$ cat config.mk
export PLATFORM = sky130hd
export DESIGN_NAME = spi_slave_sync
export DESIGN_NICKNAME = d
export VERILOG_FILES = /design/src/rtl/spi_slave_sync.sv
export SDC_FILE = /design/constraint.sdc
export NUM_CORES = 1
export LEC_CHECK = 0
export ABC_AREA = 1
export CORE_AREA = 2 2 83 85
export CTS_CLUSTER_SIZE = 8
export DETAILED_ROUTE_END_ITERATION = 16
export DIE_AREA = 0 0 85 87
export PLACE_DENSITY = 0.73
export SLEW_MARGIN = 30
export SYNTH_ARGS = -nofsm -noshare
export SYNTH_HDL_FRONTEND = slang
export SYNTH_SLANG_ARGS = --single-unit
$ cat constraint.sdc
create_clock -name clk -period 1.4 [get_ports clk]
set_clock_uncertainty 0.1 [all_clocks]
set_input_delay 0.28 -clock clk [delete_from_list [all_inputs] [get_ports clk]]
set_output_delay 0.28 -clock clk [all_outputs]
set_load 0.01 [all_outputs]
$ cat src/rtl/spi_slave_sync.sv
// SPI responder oversampled in clk (all CPOL/CPHA modes); ss_n fall->miso_oe SYNC_STAGES+1 clk, last sample->rx_valid SYNC_STAGES+2 clk.
// Backpressure: one-word TX holding reg (tx_ready), rx_valid held until rx_ready; unread words overwrite and flag rx_overrun.
module spi_slave_sync #(
    parameter int DATA_W      = 8,
    parameter int SYNC_STAGES = 2
) (
    input  logic              clk,
    input  logic              rst_n,
    input  logic              cpol,
    input  logic              cpha,
    input  logic              lsb_first,
    input  logic              sck_i,
    input  logic              ss_n_i,
    input  logic              mosi_i,
    output logic              miso_o,
    output logic              miso_oe,
    input  logic [DATA_W-1:0] tx_data,
    input  logic              tx_valid,
    output logic              tx_ready,
    output logic [DATA_W-1:0] rx_data,
    output logic              rx_valid,
    input  logic              rx_ready,
    output logic              tx_underrun,
    output logic              rx_overrun,
    input  logic              ovr_clr,
    output logic              frame_err,
    output logic              busy
);

    localparam int CNT_W = $clog2(DATA_W + 1);
    localparam logic [CNT_W-1:0] CNT_LAST = CNT_W'(DATA_W - 1);

    typedef enum logic [1:0] {IDLE, LOAD, SHIFT, DONE} state_t;

    state_t state_q, state_d;

    logic [SYNC_STAGES-1:0] sck_sync_q, ss_sync_q, mosi_sync_q;
    logic                   sck_d1_q;
    logic                   cpol_q, cpha_q, lsb_q;
    logic [CNT_W-1:0]       cnt_q;
    logic [DATA_W-1:0]      hold_q, tx_sr_q, rx_sr_q, rx_data_q;
    logic                   hold_full_q, miso_q, miso_oe_q, busy_q;
    logic                   rx_valid_q, rx_overrun_q, tx_underrun_q, frame_err_q;

    logic              sck_s, ss_s, mosi_s, sck_rise, sck_fall;
    logic              sample_edge, shift_edge, last_sample;
    logic              start, load_en, sample_en, drive_en, commit_en, abort_err;
    logic [DATA_W-1:0] load_word, tx_src, tx_next, rx_next;
    logic              tx_first;

    assign sck_s    = sck_sync_q[SYNC_STAGES-1];
    assign ss_s     = ss_sync_q[SYNC_STAGES-1];
    assign mosi_s   = mosi_sync_q[SYNC_STAGES-1];
    assign sck_rise = sck_s & ~sck_d1_q;
    assign sck_fall = ~sck_s & sck_d1_q;

    // Sample on rising edge when cpol==cpha, otherwise on falling edge.
    assign sample_edge = (cpol_q == cpha_q) ? sck_rise : sck_fall;
    assign shift_edge  = (cpol_q == cpha_q) ? sck_fall : sck_rise;
    assign last_sample = sample_edge && (cnt_q == CNT_LAST);

    always_ff @(posedge clk or negedge rst_n) begin
        if (!rst_n) begin
            state_q <= IDLE;
        end else begin
            state_q <= state_d;
        end
    end

    // A final sample coinciding with ss_n rise still completes the word.
    always_comb begin
        state_d = state_q;
        case (state_q)
            IDLE:    if (!ss_s) state_d = LOAD;
            LOAD:    state_d = ss_s ? IDLE : SHIFT;
            SHIFT: begin
                if (last_sample)  state_d = DONE;
                else if (ss_s)    state_d = IDLE;
            end
            DONE:    state_d = ss_s ? IDLE : LOAD;
            default: state_d = IDLE;
        endcase
    end

    always_comb begin
        start     = (state_q == IDLE) && !ss_s;
        load_en   = (state_q == LOAD) && !ss_s;
        sample_en = (state_q == SHIFT) && sample_edge;
        // With cpha=0 the first bit is already on the line, so skip shift edges before the first sample.
        drive_en  = (state_q == SHIFT) && !ss_s && shift_edge && (cpha_q || (cnt_q != '0));
        commit_en = (state_q == DONE);
        abort_err = (state_q == SHIFT) && ss_s && !last_sample && (cnt_q != '0);
    end

    always_comb begin
        load_word = hold_full_q ? hold_q : '1;
        tx_src    = load_en ? load_word : tx_sr_q;
        tx_first  = lsb_q ? tx_src[0] : tx_src[DATA_W-1];
        tx_next   = lsb_q ? {1'b0, tx_src[DATA_W-1:1]} : {tx_src[DATA_W-2:0], 1'b0};
        rx_next   = lsb_q ? {mosi_s, rx_sr_q[DATA_W-1:1]} : {rx_sr_q[DATA_W-2:0], mosi_s};
    end

    always_ff @(posedge clk or negedge rst_n) begin
        if (!rst_n) begin
            sck_sync_q    <= '0;
            ss_sync_q     <= '1;
            mosi_sync_q   <= '0;
            sck_d1_q      <= 1'b0;
            cpol_q        <= 1'b0;
            cpha_q        <= 1'b0;
            lsb_q         <= 1'b0;
            cnt_q         <= '0;
            hold_q        <= '0;
            hold_full_q   <= 1'b0;
            tx_sr_q       <= '0;
            rx_sr_q       <= '0;
            rx_data_q     <= '0;
            rx_valid_q    <= 1'b0;
            rx_overrun_q  <= 1'b0;
            tx_underrun_q <= 1'b0;
            frame_err_q   <= 1'b0;
            miso_q        <= 1'b0;
            miso_oe_q     <= 1'b0;
            busy_q        <= 1'b0;
        end else begin
            sck_sync_q  <= {sck_sync_q[SYNC_STAGES-2:0], sck_i};
            ss_sync_q   <= {ss_sync_q[SYNC_STAGES-2:0], ss_n_i};
            mosi_sync_q <= {mosi_sync_q[SYNC_STAGES-2:0], mosi_i};
            sck_d1_q    <= sck_s;

            if (start) begin
                cpol_q <= cpol;
                cpha_q <= cpha;
                lsb_q  <= lsb_first;
            end

            if ((state_d == IDLE) || commit_en || load_en) begin
                cnt_q <= '0;
            end else if (sample_en) begin
                cnt_q <= cnt_q + 1'b1;
            end

            if (load_en) begin
                hold_full_q <= 1'b0;
            end
            if (tx_valid && !hold_full_q) begin
                hold_q      <= tx_data;
                hold_full_q <= 1'b1;
            end
            tx_underrun_q <= load_en && !hold_full_q;

            if (state_d == IDLE) begin
                miso_q <= 1'b0;
            end else if ((load_en && !cpha_q) || drive_en) begin
                miso_q  <= tx_first;
                tx_sr_q <= tx_next;
            end else if (load_en) begin
                tx_sr_q <= tx_src;
            end

            if (sample_en) begin
                rx_sr_q <= rx_next;
            end

            if (commit_en) begin
                rx_data_q  <= rx_sr_q;
                rx_valid_q <= 1'b1;
            end else if (rx_valid_q && rx_ready) begin
                rx_valid_q <= 1'b0;
            end

            if (commit_en && rx_valid_q && !rx_ready) begin
                rx_overrun_q <= 1'b1;
            end else if (ovr_clr) begin
                rx_overrun_q <= 1'b0;
            end

            frame_err_q <= abort_err;
            miso_oe_q   <= (state_d != IDLE);
            busy_q      <= (state_d != IDLE);
        end
    end

    assign miso_o      = miso_q;
    assign miso_oe     = miso_oe_q;
    assign tx_ready    = ~hold_full_q;
    assign rx_data     = rx_data_q;
    assign rx_valid    = rx_valid_q;
    assign tx_underrun = tx_underrun_q;
    assign rx_overrun  = rx_overrun_q;
    assign frame_err   = frame_err_q;
    assign busy        = busy_q;

endmodule

==> summary.txt, run 1 <==
Cells and area
  • Fill cells: 576
  • Layout area overhead: 42.1%
  • # nets final: 405
  • Share of cells above drive strength 1: 0.281
  • Design area: 0.00363 mm2
  • Antenna cells: 0

Setup path
  • Critical path's top delay family: flip-flops
  • FF-to-FF setup slack: -0.04 ns
  • Worst reg2reg startpoint: state_q[0]
  • CP Cell Sequence: inv_2 > nand2_4 > nor2_1 > nand2_1 > inv_2 > nand2_4 > buf_6 > nand4_1 > nand2_1
  • Crit path max-delay cell type: dfrtp_2
  • Crit-path max cell delay: 0.47 ns
  • Critical Path Start Type: register
  • Worst EP required: 1.52 ns
  • CP Buf/Inv Count: 3
  • Setup CP Type: reg -> reg
  • Arr. time, crit path: 1.56 ns
  • Worst reg-to-reg path cell count: 9
  • Worst-path maximum fanout: 6
  • Crit. End Element: register
  • R2r endpoint: tx_sr_q[2]

STA
  • Slew Viols, Final: 0
  • RSZ-0062 raised after global routing: true
  • Final Hold Fails: 0
  • Worst-Margin Slew: 0.425 ns
  • Hold_ws: 0.245 ns
  • Normalized max-slew margin: 0.716
  • Final setup margin: -0.0382 ns
  • Fin crit period: 1.44 ns
  • Max Freq: 695 MHz
  • Tcrit/Tclk final: 1.03
  • Final setup fails: 7

Placement
  • DPL Wire Length: 3620 um
  • Pre-CTS worst setup slack: -0.0502 ns
  • GP Congestion: 0.874
  • Post-DP Area: 0.00310 mm2
  • I/O Buffers: 34

Drt
  • Via Count: 2236
  • DRC Markers: 0
  • Drt total wl: 5660 um
  • DR vias/cell: 4.81
  • Pre-antenna DRT Iters: 4
  • Initial DRC count: 94
  • Antenna Nets Post-Route: 0
  • Routed wire length per instance: 12.2 um

GRT
  • Vias in the first global route: 1976
  • Total grt overflow: 0
  • Initial antenna violation count: 0
  • Largest net degree at the start of global routing: 22
  • Gr usage total: 0.151
  • First-pass GRT wire length: 8830 um

Power
  • Logic pwr share: 0.420
  • Reg power frac: 0.413
  • Max VDD drop: 0.897 mV
  • Total power: 5.67 mW
  • Leak Pwr: 1.84 nW
  • Int Pwr: 3.53 mW
  • Switch share: 0.378
  • Sw Pwr: 2.15 mW
  • Clock power frac: 0.166
  • PwrDens: 1560 mW/mm2

Clock network
  • Max clock buf depth: 2
  • Root Buffer: clkbuf_8
  • CTS tree: yes
  • # clock sinks: 55
  • Total CTS buffers: 5
  • Clk_lat worst skew: 0.33 ns
  • Clk pin slew, worst setup/hold paths: 0.11 ns
  • # H-tree levels: 2

Die
  • Number of core rows: 30
  • Die area: 0.00740 mm2
  • Die Y: 87 um
  • Core area: 0.00657 mm2
  • Ports: 35
  • Die W: 85 um
  • Initial core utilization: 0.389

Logic synthesis
  • Syn Inst Count: 306
  • Post-synth cell types: 28
  • Synthesized flop and latch total: 55
  • Post-synthesis sequential area ratio: 0.540
  • Total number of yosys warnings: 0
  • Synthesized Nets: 327
  • Mean Syn Cell Area: 8.34 um2
  • Mapped Area: 0.00255 mm2

Hold path
  • Worst hold path type: reg -> reg
  • Hold EP: mosi_sync_q[1]
  • HP Start: mosi_sync_q[0]
  • Hold Path Stages: 0

Run status
  • Failing checks: negative setup slack
  • Status: complete, but fails checks

Job
  • Max cap viols: 0
-- sequential cells by signal, summed over array words and instances, names as in the netlist --
| name | cells |
|---|---|
| busy | 1 |
| sck_d1_q | 1 |
| cnt_q | 4 |
| ss_sync_q | 2 |
| rx_valid | 1 |
| state_q | 2 |
| hold_q | 8 |
| lsb_q | 1 |
| sck_sync_q | 2 |
| tx_sr_q | 8 |
| miso_o | 1 |
| cpol_q | 1 |
| mosi_sync_q | 2 |
| frame_err | 1 |
| cpha_q | 1 |
| tx_underrun | 1 |
| rx_overrun | 1 |
| hold_full_q | 1 |
| rx_sr_q | 8 |
| rx_data | 8 |
-- area by class of cell --
type                            instances  area, um2  area share
Clock inverter                          3       28.8     0.00794
Timing Repair Buffer                   77        704       0.194
Clock buffer                            5       68.8      0.0190
Inverter                               39        154      0.0424
Sequential cell                        55       1380       0.381
Tap cell                               80        100      0.0276
Multi-Input combinational cell        206       1190       0.328
-- layout by cell type, fill, tap and decap left out, types with 2 or more instances in the layout --
cell type / count
nor2_2: 3
nand2_1: 81
mux2_2: 2
dlygate4sd2_1: 6
clkdlybuf4s50_1: 17
inv_2: 8
nand2_4: 6
nand2_8: 4
buf_4: 34
clkbuf_8: 5
nand3_4: 4
dfstp_2: 2
o21ai_1: 5
buf_2: 2
clkdlybuf4s15_1: 9
dfrtp_1: 52
clkinv_4: 2
nand3_1: 21
inv_1: 30
nor2_1: 20
a21oi_1: 10
inv_8: 2
nand3_2: 8
o21ai_0: 15
buf_12: 3
o21ai_2: 6
buf_6: 5
nand4_1: 3
nand2_2: 9
-- kinds of logic after synthesis --
logic type / Yosys count / synth area share
AO/OA/AOI/OAI: 40 / 0.0848
adder cells (fa/ha/maj): 2 / 0.00980
buffers and inverters: 48 / 0.0819
flip-flops: 55 / 0.540
multiplexers: 2 / 0.00882
AND/OR/NAND/NOR: 159 / 0.275
-- power by group through the flow --
stage	combinational [mW]	sequential, mW	clock, mW
2_1_floorplan	1.21	2.38	0
4_1_cts	2.00	2.34	0.978
3_3_place_gp	1.92	2.35	0
3_5_place_dp	1.96	2.38	0
6_report	2.38	2.34	0.944
5_1_grt	2.66	2.40	1.04
-- Yosys cell counts, drive strengths merged --
cell type	count	share of area
ha	2	0.0098
nor2	24	0.038
nand3	32	0.067
nor3	1	0.0020
nand2	98	0.16
a22oi	1	0.0029
buf	6	0.020
mux2	2	0.0088
dfstp	2	0.021
or2	1	0.0025
nand4	3	0.0074
inv	39	0.057
o211ai	1	0.0029
o21ai	26	0.054
o22ai	1	0.0025
dfrtp	53	0.52
clkbuf	3	0.0044
a21oi	10	0.020
o21a	1	0.0029
-- per-layer routing --
layer | track usage | share of wire
met4 | 0.0649 | 0.022
met1 | 0.188 | 0.44
met2 | 0.257 | 0.50
met3 | 0.0265 | 0.035
met5 | 0 | 0
-- how the worst max path moves through the flow --
| stage | from | endpoint | cells past startpoint |
|---|---|---|---|
| 6_report | state_q[0] | tx_sr_q[2] | 9 |
| 3_3_place_gp | state_q[1] | tx_sr_q[4] | 8 |
| 3_5_place_dp | state_q[1] | tx_sr_q[4] | 8 |
| 5_1_grt | sck_sync_q[1] | miso_o | 7 |
| 2_1_floorplan | cnt_q[0] | tx_sr_q[5] | 10 |
| 4_1_cts | ss_sync_q[1] | miso_o | 8 |
-- through the flow --
stage                      TNS, ns  utilization  cells
after floorplan                  0            -    306
after global placement     -0.0961        0.472    431
after detailed placement    -0.275        0.472    431
after CTS                 -0.00144        0.505    448
after global routing         -1.07        0.552    465
final                       -0.235        0.552    465
-- repair_timing --
item                       in CTS  in global routing
resized for setup              34                 48
buffers inserted                8                 14
hold buffers                    1                  0
pin swaps                       6                 10
hold endpoints to repair        9                  0
cloned                          0                  3
setup endpoints to repair      29                 35
Power figures use the tool's default switching activity.
==> run 2, diff against run 1 <==
Settings changed: ABC_AREA 1 to default, CORE_AREA 2 2 83 85 to 2 2 84 86, DIE_AREA 0 0 85 87 to 0 0 86 88, PLACE_DENSITY 0.73 to 0.7.
==> run 2 against run 1 <==
  * The run still ends with negative setup slack left
  * Clock power is essentially flat
  * Power up 29%
  * Sequential share of layout area decreased by 3.0 points
  * Synthesized cell count is 32% lower
  * Flip-flop and latch count unchanged
  * Utilization is 4.2 points higher
  * Critical endpoint is now cnt_q[1]
  * Largest power group unchanged
==> summary.txt, run 2 <==
Logic synthesis
  • Synthesized Nets: 230 (-30%)
  • Largest family of logic cells by synthesized area: multiplexers
  • Count leader, synth: dfrtp_1
  • Post-synthesis adder-cell area fraction: 0.00976 (-0.0000478)
  • EDFF count, synth: 0 (unchanged)
  • Ranking of synthesized cells by area: dfrtp_1 (52%), mux2_2 (11%), mux2i_1 (7.8%)
  • Share of the synthesized area in the top cell type: 0.517 (-0.00253)
  • Post-synth cell types: 34 (+21%)
  • Syn Inst Count: 209 (-32%)
  • Main synth FF type: dfrtp_1
  • Mapped Area: 0.00256 mm2 (+0.49%)
  • Total number of yosys warnings: 0 (unchanged)
  • Post-synthesis mux area share: 0.233 (+0.224)
  • Synth async-reset ratio: 1.00 (unchanged)
  • Post-synthesis sequential area ratio: 0.538 (-0.00264)
  • Xor/xnor share of the synthesized area: 0.0102 (+0.0102)
  • Post-synth top cells: dfrtp_1 (53), mux2_2 (24), mux2i_1 (20)
  • Synthesized flop and latch total: 55 (unchanged)
  • Mean Syn Cell Area: 12.3 um2 (+47%)
  • Compound-Gate Fraction of Synth Area: 0.0688 (-0.0160)
  • Leading area contributor after synthesis: dfrtp_1
  • Simple-gate share of the synthesized area: 0.100 (-0.174)

Setup path
  • R2r endpoint: cnt_q[1]
  • Worst EP required: 1.53 ns (about the same)
  • CP Cell Sequence: xnor2_2 > buf_4 > mux2i_4 > buf_6 > buf_4 > buf_6 > mux2i_2 > nor2_1
  • FF-to-FF setup slack: -0.49 ns (-0.45 ns)
  • Critical path launch point: cpol_q
  • Worst reg2reg startpoint: cpol_q
  • Critical Path Start Type: register
  • Arr. time, crit path: 2.01 ns (+0.45 ns)
  • Crit-path max cell delay: 0.42 ns (-0.05 ns)
  • Crit. End Element: register
  • Worst reg-to-reg path cell count: 8 (-1)
  • Setup CP Type: reg -> reg
  • Crit path max-delay cell type: dfrtp_1
  • Worst-path maximum fanout: 6 (unchanged)

STA
  • Normalized max-slew margin: 0.698 (-0.0180)
  • Final setup fails: 42 (+35)
  • Max Freq: 530 MHz (-24%)
  • Tcrit/Tclk final: 1.35 (+0.320)
  • Slew Viols, Final: 0 (unchanged)
  • Worst-Margin Slew: 0.453 ns (+0.0275 ns)
  • RSZ-0062 raised after global routing: true
  • Fin crit period: 1.89 ns (+0.448 ns)
  • Final Hold Fails: 0 (unchanged)
  • Final setup margin: -0.486 ns (-0.448 ns)

GRT
  • Largest net degree at the start of global routing: 26 (+18%)
  • Initial antenna violation count: 0 (unchanged)
  • First-pass GRT wire length: 9470 um (+7.2%)
  • Total grt overflow: 0 (unchanged)
  • Vias in the first global route: 1969 (-0.35%)
  • Gr usage total: 0.160 (+0.00957)

Power
  • Sw Pwr: 2.49 mW (+16%)
  • Leak Pwr: 1.78 nW (-2.8%)
  • Switch share: 0.340 (-0.0384)
  • Int Pwr: 4.83 mW (+37%)
  • Clock power frac: 0.129 (-0.037)
  • Reg power frac: 0.340 (-0.073)
  • Max VDD drop: 1.01 mV (+12%)
  • Logic pwr share: 0.531 (+0.111)
  • PwrDens: 1850 mW/mm2 (+18%)

Run status
  • Status: complete, but fails checks
  • Failing checks: negative setup slack

Placement
  • Pre-CTS worst setup slack: -0.550 ns (-0.500 ns)
  • GP Congestion: 0.813 (-7.0%)
  • DPL Wire Length: 3770 um (+4.1%)
  • Inst Count DP: 347 (-19%)
  • I/O Buffers: 34 (unchanged)

Cells and area
  • Commonest non-fill, non-tap cell in the layout: dfrtp_1
  • # nets final: 321 (-21%)
  • Antenna cells: 0 (unchanged)
  • FF/Latch Area: 0.00138 mm2 (+0.27%)
  • Fill cells: 524 (-9.0%)
  • Area of the multi-input gates: 0.00139 mm2 (+17%)
  • Layout area overhead: 54.0%
  • Share of cells above drive strength 1: 0.492 (+0.211)
  • Finished Layout Cells: 381 (-18%)
  • Commonest non-fill, non-tap cells in the layout: dfrtp_1 (49), buf_4 (36), buf_6 (19), mux2_4 (17), clkdlybuf4s50_1 (17)

Drt
  • Pre-antenna DRT Iters: 4 (unchanged)
  • Initial DRC count: 106 (+13%)
  • Via Count: 1946 (-13%)
  • Routed wire length per instance: 15.9 um (+31%)
  • DR vias/cell: 5.11 (+6.2%)
  • Drt total wl: 6080 um (+7.3%)
  • Antenna Nets Post-Route: 0 (unchanged)
  • DRC Markers: 0 (unchanged)

Clock network
  • # clock sinks: 55 (unchanged)
  • Max clock buf depth: 2 (unchanged)
  • Total CTS buffers: 5 (unchanged)
  • Clk pin slew, worst setup/hold paths: 0.11 ns (about the same)
  • Clk_lat worst skew: 0.32 ns (about the same)
  • CTS tree: yes
  • Root Buffer: clkbuf_8
  • # H-tree levels: 2 (unchanged)

Job
  • Max cap viols: 0 (unchanged)

Die
  • Core area: 0.00664 mm2 (+1.1%)
  • Initial core utilization: 0.386 (-0.00251)
  • Die Y: 88 um (+1.1%)
  • Die area: 0.00757 mm2 (+2.3%)
  • Number of core rows: 30 (unchanged)
  • Die W: 86 um (+1.2%)
  • Ports: 35 (unchanged)

Hold path
  • Worst hold path type: reg -> reg
  • Hold EP: mosi_sync_q[1]
  • Hold Path Stages: 0 (unchanged)
  • HP Start: mosi_sync_q[0]
[run 2: area by class of cell]
cell class | count | share of cell area
clock buffers | 5 | 0.0174
clock inverters | 3 | 0.00602
inverters | 12 | 0.0127
multi-input cells | 131 | 0.352
flip-flops and latches | 55 | 0.350
well taps | 80 | 0.0253
repair buffers | 95 | 0.236
[run 2: stage by stage]
stage / TNS [ns] / total power, mW / hold WS [ns] / area, um2 / util
2_1_floorplan: -8.35 / 4.09 / -0.116 / 2610 / -
3_3_place_gp: -10.23 / 5.13 / 0.143 / 3290 / 0.495
3_5_place_dp: -11.79 / 5.23 / 0.148 / 3290 / 0.495
4_1_cts: -10.32 / 6.83 / 0.254 / 3760 / 0.566
5_1_grt: -13.50 / 7.75 / 0.253 / 3950 / 0.594
6_report: -11.11 / 7.32 / 0.245 / 3950 / 0.594
[run 2: repair_timing]
item | CTS | global route
hold buffers | 1 | 0
endpoints found under the setup margin | 60 | 58
buffers inserted | 17 | 11
gates cloned | 2 | 0
endpoints found under the hold margin | 13 | 0
resized for setup | 88 | 49
pin swaps | 14 | 17
[run 2: metal layers]
metal | share of wire | global-route usage
met1 | 0.42 | 0.198
met2 | 0.52 | 0.273
met3 | 0.043 | 0.0443
met4 | 0.014 | 0.0534
met5 | 0 | 0
[run 2: critical path: cells and delay by family (launching register included)]
| kind | cells | cell delay, ns |
|---|---|---|
| XOR/XNOR | 1 | 0.23 |
| buffers and inverters | 4 | 0.53 |
| flip-flops | 1 | 0.42 |
| multiplexers | 2 | 0.46 |
| AND/OR/NAND/NOR | 1 | 0.07 |
[run 2: power groups by stage]
stage / logic, mW / clock network [mW] / registers, mW
after detailed placement: 2.77 / 0 / 2.46
after global placement: 2.69 / 0 / 2.43
final: 3.89 / 0.941 / 2.49
after floorplan: 1.71 / 0 / 2.37
after global routing: 4.15 / 1.04 / 2.55
after CTS: 3.41 / 0.958 / 2.46
[run 2: kinds of logic after synthesis]
kind of cell / after synthesis
xor gates and xnor gates: 3
buffers and inverters: 23
AOI/OAI and AO/OA: 28
DFF: 55
muxes: 50
adders and majority gates: 2
and+or+nand+nor: 48
[run 2: worst max-delay path by stage]
stage                  to  cells past startpoint  slack, ns
2_1_floorplan      miso_o                      4      -0.62
3_3_place_gp   tx_sr_q[2]                      4      -0.46
3_5_place_dp   tx_sr_q[1]                      5      -0.55
4_1_cts        tx_sr_q[1]                      6      -0.47
5_1_grt          cnt_q[1]                      8      -0.56
6_report         cnt_q[1]                      8      -0.49
